$ cat src/rtl/mac_stop_pkg.sv
// Shared types and default sizing for the stoppable matrix-multiply engine.
package mac_stop_pkg;

    localparam int unsigned M_DEF  = 4;
    localparam int unsigned K_DEF  = 4;
    localparam int unsigned N_DEF  = 4;
    localparam int unsigned DW_DEF = 32;
    localparam int unsigned RW_DEF = 2 * DW_DEF + $clog2(K_DEF);

    typedef enum logic [2:0] {
        IDLE  = 3'd0,
        MAC   = 3'd1,
        WRITE = 3'd2,
        DONE  = 3'd3,
        ABORT = 3'd4
    } state_t;

    // Index width for a dimension, kept at least one bit wide for size-1 dimensions.
    function automatic int unsigned addr_w(input int unsigned n);
        return (n > 1) ? $clog2(n) : 1;
    endfunction

    localparam int unsigned MW_DEF = addr_w(M_DEF);
    localparam int unsigned KW_DEF = addr_w(K_DEF);
    localparam int unsigned NW_DEF = addr_w(N_DEF);

endpackage

$ cat src/rtl/mac_stop_acc.sv
// Unsigned multiply-accumulate register with synchronous clear.
module mac_stop_acc #(
    parameter int unsigned DW = 32,
    parameter int unsigned RW = 66
) (
    input  logic          clk,
    input  logic          reset,
    input  logic          clr,
    input  logic          en,
    input  logic [DW-1:0] a,
    input  logic [DW-1:0] b,
    output logic [RW-1:0] acc
);

    localparam int unsigned PW = 2 * DW;

    logic [PW-1:0] prod;

    assign prod = PW'(a) * PW'(b);

    always_ff @(posedge clk or posedge reset) begin
        if (reset) begin
            acc <= '0;
        end else if (clr) begin
            acc <= '0;
        end else if (en) begin
            acc <= acc + RW'(prod);
        end
    end

endmodule

$ cat src/rtl/mac_stop_seq.sv
// Sequencer that walks C = A x B element by element, with start/stop control.
module mac_stop_seq
    import mac_stop_pkg::*;
#(
    parameter int unsigned M                        = M_DEF,
    parameter int unsigned K                        = K_DEF,
    parameter int unsigned N                        = N_DEF,
    parameter int unsigned DATA_WIDTH_INIT_MATRIX   = DW_DEF,
    parameter int unsigned DATA_WIDTH_RESULT_MATRIX = 2 * DATA_WIDTH_INIT_MATRIX + $clog2(K)
) (
    input  logic                                clk,
    input  logic                                reset,
    input  logic                                start,
    input  logic                                stop,
    output logic                                matrix_a_re,
    output logic [addr_w(M)-1:0]                row_addr_a,
    output logic [addr_w(K)-1:0]                col_addr_a,
    input  logic [DATA_WIDTH_INIT_MATRIX-1:0]   data_out_a,
    output logic                                matrix_b_re,
    output logic [addr_w(K)-1:0]                row_addr_b,
    output logic [addr_w(N)-1:0]                col_addr_b,
    input  logic [DATA_WIDTH_INIT_MATRIX-1:0]   data_out_b,
    output logic                                matrix_c_we,
    output logic [addr_w(M)-1:0]                row_addr_c,
    output logic [addr_w(N)-1:0]                col_addr_c,
    output logic [DATA_WIDTH_RESULT_MATRIX-1:0] data_in_c,
    output logic                                busy,
    output logic                                done,
    output logic                                stopped
);

    localparam int unsigned MW = addr_w(M);
    localparam int unsigned KW = addr_w(K);
    localparam int unsigned NW = addr_w(N);

    state_t        state;
    logic [MW-1:0] i;
    logic [KW-1:0] k;
    logic [NW-1:0] j;

    logic          k_last;
    logic          j_last;
    logic          elem_last;
    logic [KW-1:0] k_inc;
    logic [MW-1:0] i_nxt;
    logic [NW-1:0] j_nxt;
    logic          acc_clr;
    logic          acc_en;

    // Counter stepping helpers shared by the MAC and WRITE transitions.
    always_comb begin
        k_last    = (k == KW'(K - 1));
        j_last    = (j == NW'(N - 1));
        elem_last = j_last && (i == MW'(M - 1));
        k_inc     = KW'(k + 1'b1);
        j_nxt     = j_last ? '0 : NW'(j + 1'b1);
        i_nxt     = i;
        if (j_last) begin
            i_nxt = (i == MW'(M - 1)) ? '0 : MW'(i + 1'b1);
        end
        acc_clr   = ((state == IDLE) && start) || (state == WRITE) || (state == ABORT);
        acc_en    = (state == MAC);
    end

    // Outputs are registered alongside the state so they line up with it cycle for cycle.
    always_ff @(posedge clk or posedge reset) begin
        if (reset) begin
            state       <= IDLE;
            i           <= '0;
            j           <= '0;
            k           <= '0;
            matrix_a_re <= 1'b0;
            matrix_b_re <= 1'b0;
            matrix_c_we <= 1'b0;
            row_addr_a  <= '0;
            col_addr_a  <= '0;
            row_addr_b  <= '0;
            col_addr_b  <= '0;
            row_addr_c  <= '0;
            col_addr_c  <= '0;
            busy        <= 1'b0;
            done        <= 1'b0;
            stopped     <= 1'b0;
        end else begin
            matrix_a_re <= 1'b0;
            matrix_b_re <= 1'b0;
            matrix_c_we <= 1'b0;
            busy        <= 1'b0;
            done        <= 1'b0;
            stopped     <= 1'b0;
            case (state)
                IDLE: begin
                    if (start) begin
                        state       <= MAC;
                        i           <= '0;
                        j           <= '0;
                        k           <= '0;
                        matrix_a_re <= 1'b1;
                        matrix_b_re <= 1'b1;
                        busy        <= 1'b1;
                        row_addr_a  <= '0;
                        col_addr_a  <= '0;
                        row_addr_b  <= '0;
                        col_addr_b  <= '0;
                    end
                end
                MAC: begin
                    if (stop) begin
                        state   <= ABORT;
                        stopped <= 1'b1;
                    end else if (k_last) begin
                        state       <= WRITE;
                        k           <= '0;
                        matrix_c_we <= 1'b1;
                        busy        <= 1'b1;
                        row_addr_c  <= i;
                        col_addr_c  <= j;
                    end else begin
                        k           <= k_inc;
                        matrix_a_re <= 1'b1;
                        matrix_b_re <= 1'b1;
                        busy        <= 1'b1;
                        col_addr_a  <= k_inc;
                        row_addr_b  <= k_inc;
                    end
                end
                WRITE: begin
                    i <= i_nxt;
                    j <= j_nxt;
                    if (stop) begin
                        state   <= ABORT;
                        stopped <= 1'b1;
                    end else if (elem_last) begin
                        state <= DONE;
                        done  <= 1'b1;
                    end else begin
                        state       <= MAC;
                        matrix_a_re <= 1'b1;
                        matrix_b_re <= 1'b1;
                        busy        <= 1'b1;
                        row_addr_a  <= i_nxt;
                        col_addr_a  <= '0;
                        row_addr_b  <= '0;
                        col_addr_b  <= j_nxt;
                    end
                end
                DONE: begin
                    if (stop) begin
                        state   <= ABORT;
                        stopped <= 1'b1;
                    end else begin
                        state <= IDLE;
                    end
                end
                ABORT: begin
                    state <= IDLE;
                end
                default: begin
                    state <= IDLE;
                end
            endcase
        end
    end

    mac_stop_acc #(
        .DW (DATA_WIDTH_INIT_MATRIX),
        .RW (DATA_WIDTH_RESULT_MATRIX)
    ) u_acc (
        .clk   (clk),
        .reset (reset),
        .clr   (acc_clr),
        .en    (acc_en),
        .a     (data_out_a),
        .b     (data_out_b),
        .acc   (data_in_c)
    );

endmodule

$ cat config.mk
export PLATFORM = sky130hd
export DESIGN_NAME = mac_stop_seq
export DESIGN_NICKNAME = d
export VERILOG_FILES = /design/src/rtl/mac_stop_pkg.sv /design/src/rtl/mac_stop_acc.sv /design/src/rtl/mac_stop_seq.sv
export SDC_FILE = /design/constraint.sdc
export NUM_CORES = 2
export LEC_CHECK = 0
export ABC_AREA = 1
export BUFFER_PORTS_ARGS = -buffer_cell sky130_fd_sc_hd__buf_2
export CAP_MARGIN = 20
export CORE_MARGIN = 2
export CORE_UTILIZATION = 55
export DETAILED_ROUTE_END_ITERATION = 8
export HOLD_SLACK_MARGIN = 0.03
export MAX_ROUTING_LAYER = met4
export PLACE_DENSITY = 0.79
export SLEW_MARGIN = 15
export SYNTH_ARGS = -nofsm -noshare
export SYNTH_HDL_FRONTEND = slang
export SYNTH_SLANG_ARGS = --single-unit
$ cat constraint.sdc
create_clock -name clk -period 8.2 [get_ports clk]
set_input_delay 0.41 -clock clk [delete_from_list [all_inputs] [get_ports clk]]
set_output_delay 0.41 -clock clk [all_outputs]
set_load 0.02 [all_outputs]
======== Word-level counts from Yosys, hierarchy flattened ========
Index checks and enable logic that the tools add are counted.
cells by class
  $add $sub $neg .......................... 4
  $mul .................................... 1
  equal/unequal tests ..................... 13
  multiplexer cells ....................... 45
  bitwise gates (word level) .............. 1
  reduce and logical (&&, ||, !) cells .... 16
operator list
  kind                 number
  $mux 66              2
  $add 66x64->66       1
  $mul 32x32->64       1
  $mux 2               15
  $pmux 2 s2           5
  $mux 3               5
  $mux 1               14
  $pmux 3 s4           1
  $ne 2x2->1 const B   5
  $add 2x1->2 const B  3
  $eq 2x2->1 const B   3
  $eq 3x2->1 const B   2
  $pmux 1 s3           2
  $pmux 2 s3           1
  $reduce_and 3->1     2
  $reduce_and 6->1     1
  $reduce_bool 2->1    3
  $reduce_and 2->1     2
  $reduce_and 4->1     1
  $eq 3x1->1 const B   1
  $eq 3x3->1 const B   1
  $logic_not 3->1      1
  $ne 3x3->1 const B   1
  $reduce_bool 3->1    1
  4 further kinds      6
word-level totals
  register bits ........................... 90
  bits of input ports ..................... 68
  output and inout port bits .............. 84
  word-level logic and storage cells ...... 95

======== Depth between registers and ports, before layout ========
  depth after elaboration ................. 6
  depth in mapped cells ................... 33

======== Cells and area by module ========
A second synthesis with hierarchy kept.
unflattened totals
  cells, all modules ...................... 5,514
  area total of the unflattened synthesis .. 41,111.9 µm²
modules (own cells, without submodules)
  module        instances  cells each  area each (µm²)
  mac_stop_acc  1          5,384       39,943.3
  mac_stop_seq  1          130         1,168.6

======== Worst setup path before layout ========
Ideal clock, no wire load.
  kind .................................... input-to-reg
  from .................................... in data_out_b[0]
  to ...................................... reg u_acc.acc[59]
  setup time .............................. 118 ps
  data arrival time ....................... 6,253 ps
  data required time ...................... 8,082 ps
  slack ................................... 1,829 ps
  stages on the path ...................... 29
  cells stage by stage .................... clkbuf_1 > nand2_1 > fa_1 > fa_1 > inv_1 > fa_1 > inv_1 > fa_1 > inv_1 > fa_1 > inv_1 > fa_1 > inv_1 > fa_1 > inv_1 > fa_1 > inv_1 > ha_1 > nand2_1 > nor2_1 > nand2_1 > nor2_1 > nand2_1 > nand3_1 > nand3_1 > nand2_1 > nand2_1 > nand3_1 > nand2_1
between the ends
  word-level cells in the longest chain between the ends .. 4
ends and longest elaborated chain
  item                  line                text
  start, declared       mac_stop_seq.sv:22  input logic [DATA_WIDTH_INIT_MATRIX-1:0] data_out_b,
  $mul 32x32->64        mac_stop_acc.sv:19  assign prod = PW'(a) * PW'(b);
  $add 66x64->66        mac_stop_acc.sv:27  acc <= acc + RW'(prod);
  $mux 66               mac_stop_acc.sv:26  end else if (en) begin
  $mux 66               mac_stop_acc.sv:24  end else if (clr) begin
  end signal, assigned  mac_stop_acc.sv:27
  end, declared         mac_stop_acc.sv:12  output logic [RW-1:0] acc
Every way passes these cells. The select of a mux whose other input is x is not followed.
A chain may end at the register's enable or synchronous reset.

======== Worst setup path after layout ========
  from .................................... in data_out_a[15]
  to ...................................... reg u_acc.acc[54]
between the ends
  word-level cells in the longest chain between the ends .. 4
ends and longest elaborated chain
  item             line                text
  start, declared  mac_stop_seq.sv:18  input logic [DATA_WIDTH_INIT_MATRIX-1:0] data_out_a,
  $mul 32x32->64   mac_stop_acc.sv:19
  $add 66x64->66   mac_stop_acc.sv:27
  $mux 66          mac_stop_acc.sv:26
  $mux 66          mac_stop_acc.sv:24
Every way passes these cells. The select of a mux whose other input is x is not followed.

==> summary.txt <==
Netlist Area Pre-Place - 0.0410 mm2
DIE AREA - 0.0767 mm2
setup repair after global routing missed its margin - no
R2R Path Start - u_acc.acc[31]
clock latency at the later pin of the worst-skew pair - 0.37 ns
ys flop type - dfrtp_1
Cell Count Post-Placement - 6458
Fin Setup TNS - 0 ns
ys async rst share - 100%
main combinational cell family by area after synthesis - adder cells
vias after detailed routing - 33363
CP required - 8.46 ns
Critical Path Most Common Cell - fa_1
via density per instance - 5.15
Synthesis Warnings - 0
drt pass-1 iters - 6
r2r setup slk - 1.37 ns
CP Data Arrival Time - 7.43 ns
Setup Skew - 0.00642 ns
worst min-delay path class - in2async
Slew Viols, Final - 0
xor/xnor share of the synthesized area - 0.128%
Slew headroom - 38.9%
worst reg2reg path endpoint - u_acc.acc[54]
WL per Instance - 17.8 um
maximum level of the CTS H-tree - 3
Final Critical Period - 7.17 ns
pre-CTS WS - 0.712 ns
P&R area growth vs syn - 4.55%
Syn Area/Cell - 7.45 um2
Crit Path Max Fanout - 19
Setup CP Type - in2reg
Seq cells post-synth - 90
die width - 277 um
Syn Inst Count - 5494
CTS tree - built
cts hold-fix bufs - 0
worst slew pin tran - 0.915 ns
Seq/Total Area, Yosys - 5.50%
CTS Buffer Depth - 2
core area - 0.0741 mm2
clock sink count - 90
Total Routing Usage GR - 32.5%
Routed Antenna Nets - 0
top cell type's share of synthesized area - 47.0%
share of layout cells above drive strength 1 - 4.32%
Initial Utilization - 55.3%
Final nets - 6786
Inserted Clock Buffers - 9
initial DRC count - 2883
Max Cap Violations - 0
highest clock rate - 140 MHz
I/O Buffers - 151
grt ovf - 0
DRT Wirelength - 115000 um
post-CTS sizing - 0
Compound-Gate Fraction of Synth Area - 2.14%
Rows - 100
setup ws final - 1.03 ns
vias in the first global route - 35695
Area contributors post-synth - fa_1, inv_1, nand2_1, ha_1, dfrtp_1
estimated wirelength of the detail-placed design - 100000 um
post-synthesis simple-gate area fraction - 18.1%
root buffer selected by CTS - clkbuf_16
Crit-path slowest cell - fa_1
DRC violations left - 0
post-CTS setup buffers - 0
CP peak stage delay - 0.61 ns
gp weighted congestion - 1.00
status - finished clean
mux cell area share after synthesis - 0.0550%
crit end category - flip-flop
startpoint types - primary input
first-pass GRT wire length - 189000 um
Netlist cell types - 34
initial antenna violation count - 6
area leader, netlist - fa_1
number of synthesized flops with an enable pin - 0
reg2reg path depth - 26
Net Count, Synth - 6780
Setup violations, final - 0
largest net degree at the start of global routing - 47
clk slew on worst S/H paths - 0.07 ns
final hold vios - 0
Layout Cells excl Fill - 6481
Tcrit/Tclk final - 87.4%
post-synthesis adder-cell area fraction - 54.9%
die height - 277 um
boundary pin count - 152
[Yosys cell counts, types with 2 or more instances]
cell	count
o21ai_1	4
dfrtp_1	90
a22o_1	2
nand2_2	3
a21oi_1	70
o22ai_1	3
nand4_1	10
xor2_1	5
buf_1	2
o21ai_0	66
nor2_1	129
fa_1	962
clkbuf_1	196
mux2_2	2
nand2_1	1697
ha_1	256
o21bai_1	7
buf_2	2
buf_4	6
nor3_1	12
and2_1	2
o22ai_2	5
buf_6	2
nand3_1	76
inv_2	3
inv_1	1873
or2_2	2
[flip-flops by register name (all words and copies together) (netlist names), 2 cells and up]
register / cells
row_addr_a: 2
i: 2
col_addr_c: 2
state: 3
j: 2
u_acc.acc: 66
col_addr_b: 2
k: 2
row_addr_c: 2
row_addr_b: 2
[layer usage]
| metal | track usage (%) | part of all wire, % |
|---|---|---|
| met1 | 41.2 | 39 |
| met2 | 51.9 | 47 |
| met3 | 5.21 | 9.0 |
| met4 | 14.2 | 5.3 |
| met5 | - | 0 |
[through the flow]
step / utilization (%) / cell area, um2 / hold slack [ns]
final: 57.8 / 42800 / 0.114
after CTS: 57.8 / 42800 / 0.125
after floorplan: - / 41000 / 0.485
after global routing: 57.8 / 42800 / 0.157
after global placement: 57.4 / 42500 / 0.468
after detailed placement: 57.4 / 42500 / 0.469
[cell families after synthesis]
| logic type | after synthesis |
|---|---|
| AO/OA/AOI/OAI | 160 |
| AND/OR/NAND/NOR | 1934 |
| multiplexers | 2 |
| XOR/XNOR | 6 |
| buffers and inverters | 2084 |
| adder cells (fa/ha/maj) | 1218 |
| flip-flops | 90 |
[layout make-up]
cell class | instances | area, um2
fillers | 6683 | 31300
multi-input cells | 3320 | 30800
inverters | 1876 | 7040
flip-flops and latches | 90 | 2250
well taps | 969 | 1210
repair buffers | 203 | 1160
clock buffers | 10 | 239
clock inverters | 6 | 53.8
diodes | 7 | 17.5
[critical path, delay by kind of cell]
| kind | cells | cell delay [ns] |
|---|---|---|
| adder cells (fa/ha/maj) | 9 | 4.58 |
| AND/OR/NAND/NOR | 11 | 1.37 |
| buffers and inverters | 6 | 1.05 |
[worst max-delay path by stage]
stage	startpoint	endpoint	slack, ns	cells after the start
2_1_floorplan	data_out_b[0]	u_acc.acc[59]	1.83	29
3_3_place_gp	data_out_b[8]	u_acc.acc[57]	0.76	27
3_5_place_dp	data_out_b[8]	u_acc.acc[57]	0.71	27
4_1_cts	data_out_b[8]	u_acc.acc[57]	1.09	27
5_1_grt	data_out_b[8]	u_acc.acc[57]	0.59	27
6_report	data_out_a[15]	u_acc.acc[54]	1.03	26
[layout by cell type (no fill, tap or decap), drive strengths merged]
master	count
dfrtp	90
nand2	1700
diode	7
nand3	76
nor2	130
clkinvlp	1
or2	2
and2	2
a21oi	71
nand4	10
nor3	13
ha	256
a211oi	1
o21ai	70
o31ai	1
buf	203
mux2	2
fa	962
inv	1881
xor2	5
nor4	1
xnor2	1
o22ai	8
clkbuf	10
o21bai	7
a22o	2
Power is not shown: default switching activity piles up to over one toggle a cycle in this logic, so the estimate is an artifact.
